[src/rtl/madd_eval_pkg.sv]
// madd_eval_pkg
// Shared definitions for the madd error-evaluation response path:
//   - eval_state_t    : run-control FSM states
//   - MADD_OW/MADD_CW : default output-word and counter widths
//   - EVAL_PIPE_DEPTH : cycles spent draining the datapath after the last accept
package madd_eval_pkg;

  localparam int MADD_OW         = 4;
  localparam int MADD_CW         = 16;
  localparam int EVAL_PIPE_DEPTH = 2;

  typedef enum logic [1:0] {
    IDLE  = 2'd0,
    RUN   = 2'd1,
    DRAIN = 2'd2,
    DONE  = 2'd3
  } eval_state_t;

endpackage

[src/rtl/err_absdiff.sv]
// err_absdiff
// Stage-1 register of the error pipeline: registers |exact - approx| and a
// nonzero flag for every valid input pair.
// Ports:
//   clk, rst       : clock, synchronous active-high reset
//   valid_i        : input pair is valid this cycle
//   exact_i        : golden word (unsigned)
//   approx_i       : approximate word (unsigned)
//   valid_o        : registered valid
//   ad_o           : registered absolute difference
//   neq_o          : registered (ad != 0)
module err_absdiff #(
  parameter int OW = 4
) (
  input  logic          clk,
  input  logic          rst,
  input  logic          valid_i,
  input  logic [OW-1:0] exact_i,
  input  logic [OW-1:0] approx_i,
  output logic          valid_o,
  output logic [OW-1:0] ad_o,
  output logic          neq_o
);

  logic [OW-1:0] ad_d;

  // Subtract the smaller from the larger so the result never wraps.
  always_comb begin
    ad_d = '0;
    if (exact_i >= approx_i) ad_d = exact_i - approx_i;
    else                     ad_d = approx_i - exact_i;
  end

  // NOTE: sequential state uses non-blocking assignments so every register
  // samples the pre-edge values, independent of statement order.
  always_ff @(posedge clk) begin
    if (rst) begin
      valid_o <= 1'b0;
      ad_o    <= '0;
      neq_o   <= 1'b0;
    end else begin
      valid_o <= valid_i;
      if (valid_i) begin
        ad_o  <= ad_d;
        neq_o <= (exact_i != approx_i);
      end
    end
  end

endmodule

[src/rtl/madd_err_accum.sv]
// madd_err_accum
// Streaming error-statistics accumulator. Accepts N (exact, approx) pairs,
// then reports error count, sum of absolute errors and maximum absolute error.
// Datapath: capture register -> err_absdiff (stage 1) -> accumulators (stage 2),
// so a pair accepted at edge k is reflected in the results after edge k+2.
// Ports:
//   clk, rst      : clock, synchronous active-high reset
//   start         : begin a run (honoured in IDLE/DONE only)
//   num_samples   : run length N, latched when start is honoured
//   in_valid      : pair presented; in_ready: pair accepted this cycle
//   in_exact      : golden word; in_approx: approximate word
//   busy          : RUN or DRAIN; done: results valid and stable
//   sample_count, err_count, sum_abs_err, max_abs_err : run results
module madd_err_accum
  import madd_eval_pkg::*;
#(
  parameter int OW = MADD_OW,
  parameter int CW = MADD_CW
) (
  input  logic             clk,
  input  logic             rst,
  input  logic             start,
  input  logic [CW-1:0]    num_samples,
  input  logic             in_valid,
  output logic             in_ready,
  input  logic [OW-1:0]    in_exact,
  input  logic [OW-1:0]    in_approx,
  output logic             busy,
  output logic             done,
  output logic [CW-1:0]    sample_count,
  output logic [CW-1:0]    err_count,
  output logic [CW+OW-1:0] sum_abs_err,
  output logic [OW-1:0]    max_abs_err
);

  localparam int DRAIN_W = (EVAL_PIPE_DEPTH > 2) ? $clog2(EVAL_PIPE_DEPTH) : 1;
  localparam logic [DRAIN_W-1:0] DRAIN_LAST = DRAIN_W'(EVAL_PIPE_DEPTH - 1);

  eval_state_t        state_q;
  logic [CW-1:0]      n_q;
  logic [CW-1:0]      acc_cnt_q;
  logic [DRAIN_W-1:0] drain_q;
  logic               in_ready_q;
  logic               busy_q;
  logic               done_q;

  logic               accept;
  logic               start_ok;

  assign accept   = in_valid && in_ready_q;
  assign start_ok = start && ((state_q == IDLE) || (state_q == DONE));

  // ---------------------------------------------------------------------------
  // Run-control FSM, accept counter and registered status outputs
  // ---------------------------------------------------------------------------
  always_ff @(posedge clk) begin
    if (rst) begin
      state_q    <= IDLE;
      n_q        <= '0;
      acc_cnt_q  <= '0;
      drain_q    <= '0;
      in_ready_q <= 1'b0;
      busy_q     <= 1'b0;
      done_q     <= 1'b0;
    end else begin
      case (state_q)
        IDLE, DONE: begin
          if (start) begin
            n_q       <= num_samples;
            acc_cnt_q <= '0;
            drain_q   <= '0;
            if (num_samples != '0) begin
              state_q    <= RUN;
              in_ready_q <= 1'b1;
              busy_q     <= 1'b1;
              done_q     <= 1'b0;
            end else begin
              // Empty run: results are already the cleared zeros.
              state_q    <= DONE;
              in_ready_q <= 1'b0;
              busy_q     <= 1'b0;
              done_q     <= 1'b1;
            end
          end
        end
        RUN: begin
          if (accept) begin
            acc_cnt_q <= acc_cnt_q + CW'(1);
            // Nth accept: drop ready now so no N+1th pair can slip in.
            if (acc_cnt_q == n_q - CW'(1)) begin
              state_q    <= DRAIN;
              in_ready_q <= 1'b0;
              drain_q    <= '0;
            end
          end
        end
        DRAIN: begin
          // DONE lands on the same edge as the last stage-2 update.
          if (drain_q == DRAIN_LAST) begin
            state_q <= DONE;
            busy_q  <= 1'b0;
            done_q  <= 1'b1;
          end else begin
            drain_q <= drain_q + DRAIN_W'(1);
          end
        end
        default: begin
          state_q    <= IDLE;
          in_ready_q <= 1'b0;
          busy_q     <= 1'b0;
          done_q     <= 1'b0;
        end
      endcase
    end
  end

  assign in_ready = in_ready_q;
  assign busy     = busy_q;
  assign done     = done_q;

  // ---------------------------------------------------------------------------
  // Capture register: holds the accepted pair for stage 1
  // ---------------------------------------------------------------------------
  logic          cap_vld_q;
  logic [OW-1:0] cap_exact_q;
  logic [OW-1:0] cap_approx_q;

  always_ff @(posedge clk) begin
    if (rst) begin
      cap_vld_q    <= 1'b0;
      cap_exact_q  <= '0;
      cap_approx_q <= '0;
    end else begin
      cap_vld_q <= accept;
      if (accept) begin
        cap_exact_q  <= in_exact;
        cap_approx_q <= in_approx;
      end
    end
  end

  // ---------------------------------------------------------------------------
  // Stage 1: absolute difference
  // ---------------------------------------------------------------------------
  logic          s1_vld;
  logic [OW-1:0] s1_ad;
  logic          s1_neq;

  err_absdiff #(.OW(OW)) u_absdiff (
    .clk      (clk),
    .rst      (rst),
    .valid_i  (cap_vld_q),
    .exact_i  (cap_exact_q),
    .approx_i (cap_approx_q),
    .valid_o  (s1_vld),
    .ad_o     (s1_ad),
    .neq_o    (s1_neq)
  );

  // ---------------------------------------------------------------------------
  // Stage 2: accumulators
  // ---------------------------------------------------------------------------
  logic [CW-1:0]    sample_count_q, sample_count_d;
  logic [CW-1:0]    err_count_q,    err_count_d;
  logic [CW+OW-1:0] sum_abs_err_q,  sum_abs_err_d;
  logic [OW-1:0]    max_abs_err_q,  max_abs_err_d;

  // NOTE: every always_comb output gets a default first so no path leaves it
  // unassigned, which would otherwise infer a latch.
  always_comb begin
    sample_count_d = sample_count_q;
    err_count_d    = err_count_q;
    sum_abs_err_d  = sum_abs_err_q;
    max_abs_err_d  = max_abs_err_q;
    // A start is only honoured with the pipeline empty, so clearing never
    // collides with a stage-1 valid.
    if (start_ok) begin
      sample_count_d = '0;
      err_count_d    = '0;
      sum_abs_err_d  = '0;
      max_abs_err_d  = '0;
    end else if (s1_vld) begin
      sample_count_d = sample_count_q + CW'(1);
      err_count_d    = err_count_q + CW'(s1_neq);
      // N <= 2^CW-1 and ad <= 2^OW-1, so CW+OW bits never wrap.
      sum_abs_err_d  = sum_abs_err_q + (CW+OW)'(s1_ad);
      if (s1_ad > max_abs_err_q) max_abs_err_d = s1_ad;
    end
  end

  always_ff @(posedge clk) begin
    if (rst) begin
      sample_count_q <= '0;
      err_count_q    <= '0;
      sum_abs_err_q  <= '0;
      max_abs_err_q  <= '0;
    end else begin
      sample_count_q <= sample_count_d;
      err_count_q    <= err_count_d;
      sum_abs_err_q  <= sum_abs_err_d;
      max_abs_err_q  <= max_abs_err_d;
    end
  end

  assign sample_count = sample_count_q;
  assign err_count    = err_count_q;
  assign sum_abs_err  = sum_abs_err_q;
  assign max_abs_err  = max_abs_err_q;

endmodule

[config.mk]
export PLATFORM = sky130hd
export DESIGN_NAME = madd_err_accum
export DESIGN_NICKNAME = d
export VERILOG_FILES = /design/src/rtl/madd_eval_pkg.sv /design/src/rtl/err_absdiff.sv /design/src/rtl/madd_err_accum.sv
export SDC_FILE = /design/constraint.sdc
export NUM_CORES = 1
export LEC_CHECK = 0
export ABC_AREA = 1
export ABC_CLOCK_PERIOD_IN_PS = 2460
export CORE_UTILIZATION = 54
export DETAILED_ROUTE_END_ITERATION = 10
export HOLD_SLACK_MARGIN = 0.05
export MAX_ROUTING_LAYER = met4
export PLACE_DENSITY = 0.87
export SLEW_MARGIN = 10
export SYNTH_ARGS = -nofsm -noshare
export SYNTH_HDL_FRONTEND = slang
export SYNTH_SLANG_ARGS = --single-unit
[constraint.sdc]
create_clock -name clk -period 2.46 [get_ports clk]
set_input_delay 0.492 -clock clk [delete_from_list [all_inputs] [get_ports clk]]
set_output_delay 0.492 -clock clk [all_outputs]
set_load 0.02 [all_outputs]
==> results.toml, run 1 <==
[floorplan]
design.core.area_mm2 = 0.0103
start_util_pct = 55.6
dieWidth_um = 105
die_h_um = 105
pin_count = 87
num_rows = 37
die_area_mm2 = 0.0110

[global_route]
grt_pass1_vias = 4869
grtUsageTotal_pct = 23.8
grt_overflow = 0
grt_pass1_wl_um = 21100
grt_max_degree = 34
grt_antenna_before_repair = 0

[route]
via_count = 5424
drt_iter0_markers = 252
wire_per_inst_um = 11.6
detail_route.first_pass.iterations = 5
drc = 0
drt_wl_total_um = 12100
via_per_inst = 5.21
antenna_left = 0

[finish]
layout_common_cells = "nand2_1 (144), inv_1 (117), dfxtp_1 (109), nor2_1 (100), a21oi_1 (87)"
final_net_count = 955
final_common_cell = "nand2_1"
n_antenna_cell = 0
stdcell_area_mm2 = 0.00694
syn_to_final_growth_pct = 21.6
drive_gt1_share_pct = 5.52

[yosys]
syn_area_per_cell_um2 = 7.05
synth-edff-count = 0
yosys.area.top_type_share_pct = 38.2
synth.area.top_cells = "dfxtp_1 (38%), nand2_1 (9.5%), inv_1 (7.7%)"
synth_top_cell_by_area = "dfxtp_1"
ys_seq_elements = 109
synth_fp_nets = 864
synth_flop_cell = "dfxtp_1"
synthArstFlopShare_pct = 0
syn_inst = 810
synth_cell_types = 39
yosys_warnings = 0
synth_seq_area_share_pct = 38.2
syn-cell-area_mm2 = 0.00571

[job]
max_cap_viol_count = 0

[worst_setup_path]
path_delay_family = "simple AND/OR/NAND/NOR gates"
crit_path_frequent_cell = "nand2_1"
crit_fanout = 5
crit_chain = "inv_1 > ha_1 > nand2_1 > nand2_2 > nor2_4 > nand2_2 > nor2_2 > nand2_2 > nor3_2 > nand3_2 > nor2_1 > nand2_1 > nand2_1 > nand2_1 > nor2_1"
cp.required_ns = 2.77
crit_arrival_ns = 2.50
cpPeakStageDelay_ns = 0.37
slowest_stage = "dfxtp_1"
crit_type = "reg2reg"
worst-path-buf-inv = 1
end_kind = "flop"
crit_path_start_kind = "flop"

[clock_network]
cts_buffers = 9
clk_path_buf_depth = 2
clockRootBuffer = "clkbuf_8"
hold_buffers = 0
clkTransAtPathRegs_ns = 0.11
cts_tree = "yes"
cts_sinks = 109
cts_setup_buffers = 0
htreeDepth = 3
clkLatencyLatePin_ns = 0.36

[placement]
dp_hpwl_um = 9220
port_buffers = 86
post-place-ws_ns = 0.0595
dpl-instance-area_mm2 = 0.00676
gp_congestion = 0.873

[sta]
slew-limit-headroom_pct = 69.6
holdWs_ns = 0.467
fin_setup_tns_ns = 0
finalHoldViolCount = 0
fmax_mhz = 457
period_share_pct = 89.0
worst_slew_pin_slew_ns = 0.452
rsz0062_at_grt = "no"
slew_viol_final = 0
min_period_ns = 2.19
skew_ns = 0.0115
setup_violations = 0
worst_slack_ns = 0.271

[power_and_ir_drop]
power_density_mw_per_mm2 = 735
vdd_drop_max_uv = 589
p_total_uw = 5100
p_leak_uw = 0.00270

[outcome]
status = "complete, no violations"

[min_path]
hp-class = "reg2reg"
worst register-to-register path, stage by stage (launching register included):
cell and delay (ns):
dfxtp_1 0.37, inv_1 0.07, ha_1 0.35, nand2_1 0.12, nand2_2 0.08, nor2_4 0.16, nand2_2 0.08, nor2_2 0.12
nand2_2 0.08, nor3_2 0.21, nand3_2 0.13, nor2_1 0.11, nand2_1 0.07, nand2_1 0.07, nand2_1 0.04, nor2_1 0.08
Yosys cell counts (2+ instances only):
cell	n
a211oi_1	4
a21oi_1	87
a31oi_1	2
buf_1	2
clkbuf_1	12
dfxtp_1	109
fa_1	3
ha_1	23
inv_1	117
nand2_1	144
nand2_2	6
nand3_1	27
nand3_2	3
nand3b_1	6
nand4_1	13
nor2_1	100
nor2_4	3
nor3_1	27
nor3_2	3
nor3b_1	3
nor4_1	4
o21a_1	7
o21ai_0	64
o31ai_1	2
or2_2	6
xnor2_1	11
xor2_1	10
layout make-up:
cell class | instances | area, µm²
fill | 885 | 3330
sequential | 109 | 2180
inverter | 117 | 439
tap | 136 | 170
multi-input combinational | 568 | 3030
timing repair buffer | 96 | 948
clock buffer | 9 | 124
clock inverter | 7 | 51.3
report_power, final:
part	switching, µW	leakage [µW]	internal, µW	total, µW
registers	171	0.000884	1940	2120
clock network	620	0.0000792	372	992
logic	1220	0.00174	774	2000
total	2010	0.00270	3090	5100
kinds of logic (layout without fill, tap and decap cells):
logic type                 after synthesis  count (layout)  share of synthesized area (%)
and+or+nand+nor                        349             349                           27.4
AOI/OAI and AO/OA                      171             171                           15.8
buffers and inverters                  133             229                           8.83
DFF                                    109             109                           38.2
adders and majority gates               26              26                           6.09
xor gates and xnor gates                22              22                           3.62
layer usage:
layer  global-route usage, %  wire length [µm]  vias up
met2                    39.0              5530      138
met3                    3.93               528       10
met4                    5.43               112        0
met5                       -                 0        -
met1                    30.9              5970     2449
li1                        -                 -     2827
worst paths after layout:
check	from	cells past startpoint	slack (ns)	endpoint
worst max-delay path	state_q[0]	15	0.27	acc_cnt_q[13]
worst min register to register	busy	2	0.47	busy
worst min-delay path	busy	2	0.47	busy
worst max register to register	state_q[0]	15	0.27	acc_cnt_q[13]
registers in the layout, indices dropped and copies added (netlist names):
name / count
cap_vld_q: 1
in_ready: 1
u_absdiff.ad_o: 4
cap_exact_q: 4
u_absdiff.neq_o: 1
u_absdiff.valid_o: 1
state_q: 2
sample_count: 16
drain_q: 1
err_count: 16
max_abs_err: 4
done: 1
cap_approx_q: 4
busy: 1
n_q: 16
acc_cnt_q: 16
sum_abs_err: 20
through the flow:
stage	util [%]	cells
floorplan	-	810
global placement	65.8	1026
detailed placement	65.8	1026
CTS	67.5	1042
global route	67.6	1042
finish	67.6	1042
timing repair:
item	4_1_cts	5_1_grt
endpoints found under the hold margin	0	0
setup endpoints to repair	0	2
resized for setup	0	1
Note: power is estimated with default switching activity, not from simulation.
==> run 2, diff against run 1 <==
- CTS_CLUSTER_SIZE: unset -> 8
- HOLD_SLACK_MARGIN: 0.05 -> 0.08
- MAX_ROUTING_LAYER: met4 -> unset
==> results.toml, run 2 (same netlist as run 1, synthesis figures left out) <==
[job]
max_cap_viol_count = 0

[finish]
final_common_cell = "nand2_1"
n_antenna_cell = 0
syn_to_final_growth_pct = 21.6
largest_reg_flops = 20
final_net_count = 955
multi_input_area_mm2 = 0.00303
drive_gt1_share_pct = 5.52
layout_common_cells = "nand2_1 (144), inv_1 (117), dfxtp_1 (109), nor2_1 (100), a21oi_1 (87)"
final_util_pct = 67.6
fillers = 885
regArea_mm2 = 0.00218

[worst_setup_path]
slowest_stage = "dfxtp_1"
path_delay_family = "simple AND/OR/NAND/NOR gates"
crit_arrival_ns = 2.51
crit_chain = "inv_1 > ha_1 > nand2_1 > nand2_2 > nor2_4 > nand2_2 > nor2_2 > nand2_2 > nor3_2 > nand3_2 > nor2_1 > nand2_1 > nand2_1 > nand2_1 > nor2_1"
crit_path_start_kind = "flop"
worst-path-buf-inv = 1
end_kind = "flop"
cpPeakStageDelay_ns = 0.37
crit_type = "reg2reg"
crit_fanout = 5
regToRegStartpoint = "state_q[0]"
cp.required_ns = 2.77
crit_path_frequent_cell = "nand2_1"
r2r_slack_ns = 0.26
timing.rr.end = "acc_cnt_q[13]"
ff2ff_path_depth = 15

[global_route]
grt_pass1_wl_um = 21100
grt_antenna_before_repair = 0
grtUsageTotal_pct = 23.2
grt_overflow = 0
grt_max_degree = 34
grt_pass1_vias = 4866

[placement]
dp_hpwl_um = 9220
gp_congestion = 0.859
port_buffers = 86

[clock_network]
clockRootBuffer = "clkbuf_8"
clkLatencyLatePin_ns = 0.36
clk_path_buf_depth = 2
cts_tree = "yes"
clkTransAtPathRegs_ns = 0.11
cts_buffers = 9
htreeDepth = 3
cts_sinks = 109

[sta]
slew-limit-headroom_pct = 69.6
fin_setup_tns_ns = 0
setup_violations = 0
fmax_mhz = 455
rsz0062_at_grt = "no"
worst_slew_pin_slew_ns = 0.452
skew_ns = 0.0115
holdWs_ns = 0.467
finalHoldViolCount = 0
period_share_pct = 89.3
slew_viol_final = 0
min_period_ns = 2.20

[min_path]
min-delay-start = "busy"
min_to = "busy"
hold_path_depth = 2
hp-class = "reg2reg"

[route]
wire_per_inst_um = 11.6
via_count = 5426
antenna_left = 0
drt_iter0_markers = 258
via_per_inst = 5.21
detail_route.first_pass.iterations = 4
drc = 0
drt_wl_total_um = 12100

[power_and_ir_drop]
vdd_drop_max_uv = 591
p_total_uw = 5100
power_density_mw_per_mm2 = 735
p_leak_uw = 0.00270

[floorplan]
die_area_mm2 = 0.0110
pin_count = 87
start_util_pct = 55.6
die_h_um = 105
num_rows = 37
dieWidth_um = 105
design.core.area_mm2 = 0.0103

[outcome]
status = "complete, no violations"
[run 2: report_power, final]
| part | switching [µW] | internal [µW] | leakage, µW |
|---|---|---|---|
| Clock | 620 | 372 | 0.0000792 |
| Combinational | 1220 | 775 | 0.00174 |
| Sequential | 171 | 1940 | 0.000884 |
[run 2: worst min-delay path, delay by kind of cell, from the launching register on]
| kind | cells | cell delay [ns] |
|---|---|---|
| buf+inv | 1 | 0.05 |
| flops | 1 | 0.32 |
| compound gates | 1 | 0.05 |
[run 2: per-layer routing]
metal | global-route usage, % | vias up | part of all wire, %
met5 | 0 | - | 0
met3 | 3.93 | 11 | 4.5
met1 | 30.9 | 2453 | 49
met4 | 5.63 | 0 | 1.0
li1 | - | 2827 | -
met2 | 39.0 | 135 | 45
[run 2: final cells by class]
class / instances / share of cell area (%)
Timing Repair Buffer: 96 / 13.7
Clock buffer: 9 / 1.78
Clock inverter: 7 / 0.739
Multi-Input combinational cell: 568 / 43.6
Inverter: 117 / 6.33
Sequential cell: 109 / 31.4
Tap cell: 136 / 2.45
[run 2: how the worst max path moves through the flow]
stage,from,end,slack [ns],cells after the start
after global routing,state_q[0],acc_cnt_q[13],0.003,15
final,state_q[0],acc_cnt_q[13],0.26,15
after detailed placement,in_valid,acc_cnt_q[13],0.06,14
after global placement,in_valid,acc_cnt_q[13],0.13,14
after CTS,u_absdiff.ad_o[0],sum_abs_err[16],0.18,9
after floorplan,sum_abs_err[0],sum_abs_err[16],0.27,9
[run 2: what timing repair did]
item / 4_1_cts / 5_1_grt
gates resized for setup: 0 / 1
endpoints found under the setup margin: 0 / 2
hold buffers: 0 / 0
setup buffers: 0 / 0
[run 2: metrics by stage]
step / cell area [µm²] / instances / setup WS, ns
3_3_place_gp: 6760 / 1026 / 0.131
4_1_cts: 6940 / 1042 / 0.185
6_report: 6940 / 1042 / 0.263
5_1_grt: 6940 / 1042 / 0.00272
2_1_floorplan: 5710 / 810 / 0.270
3_5_place_dp: 6760 / 1026 / 0.0595
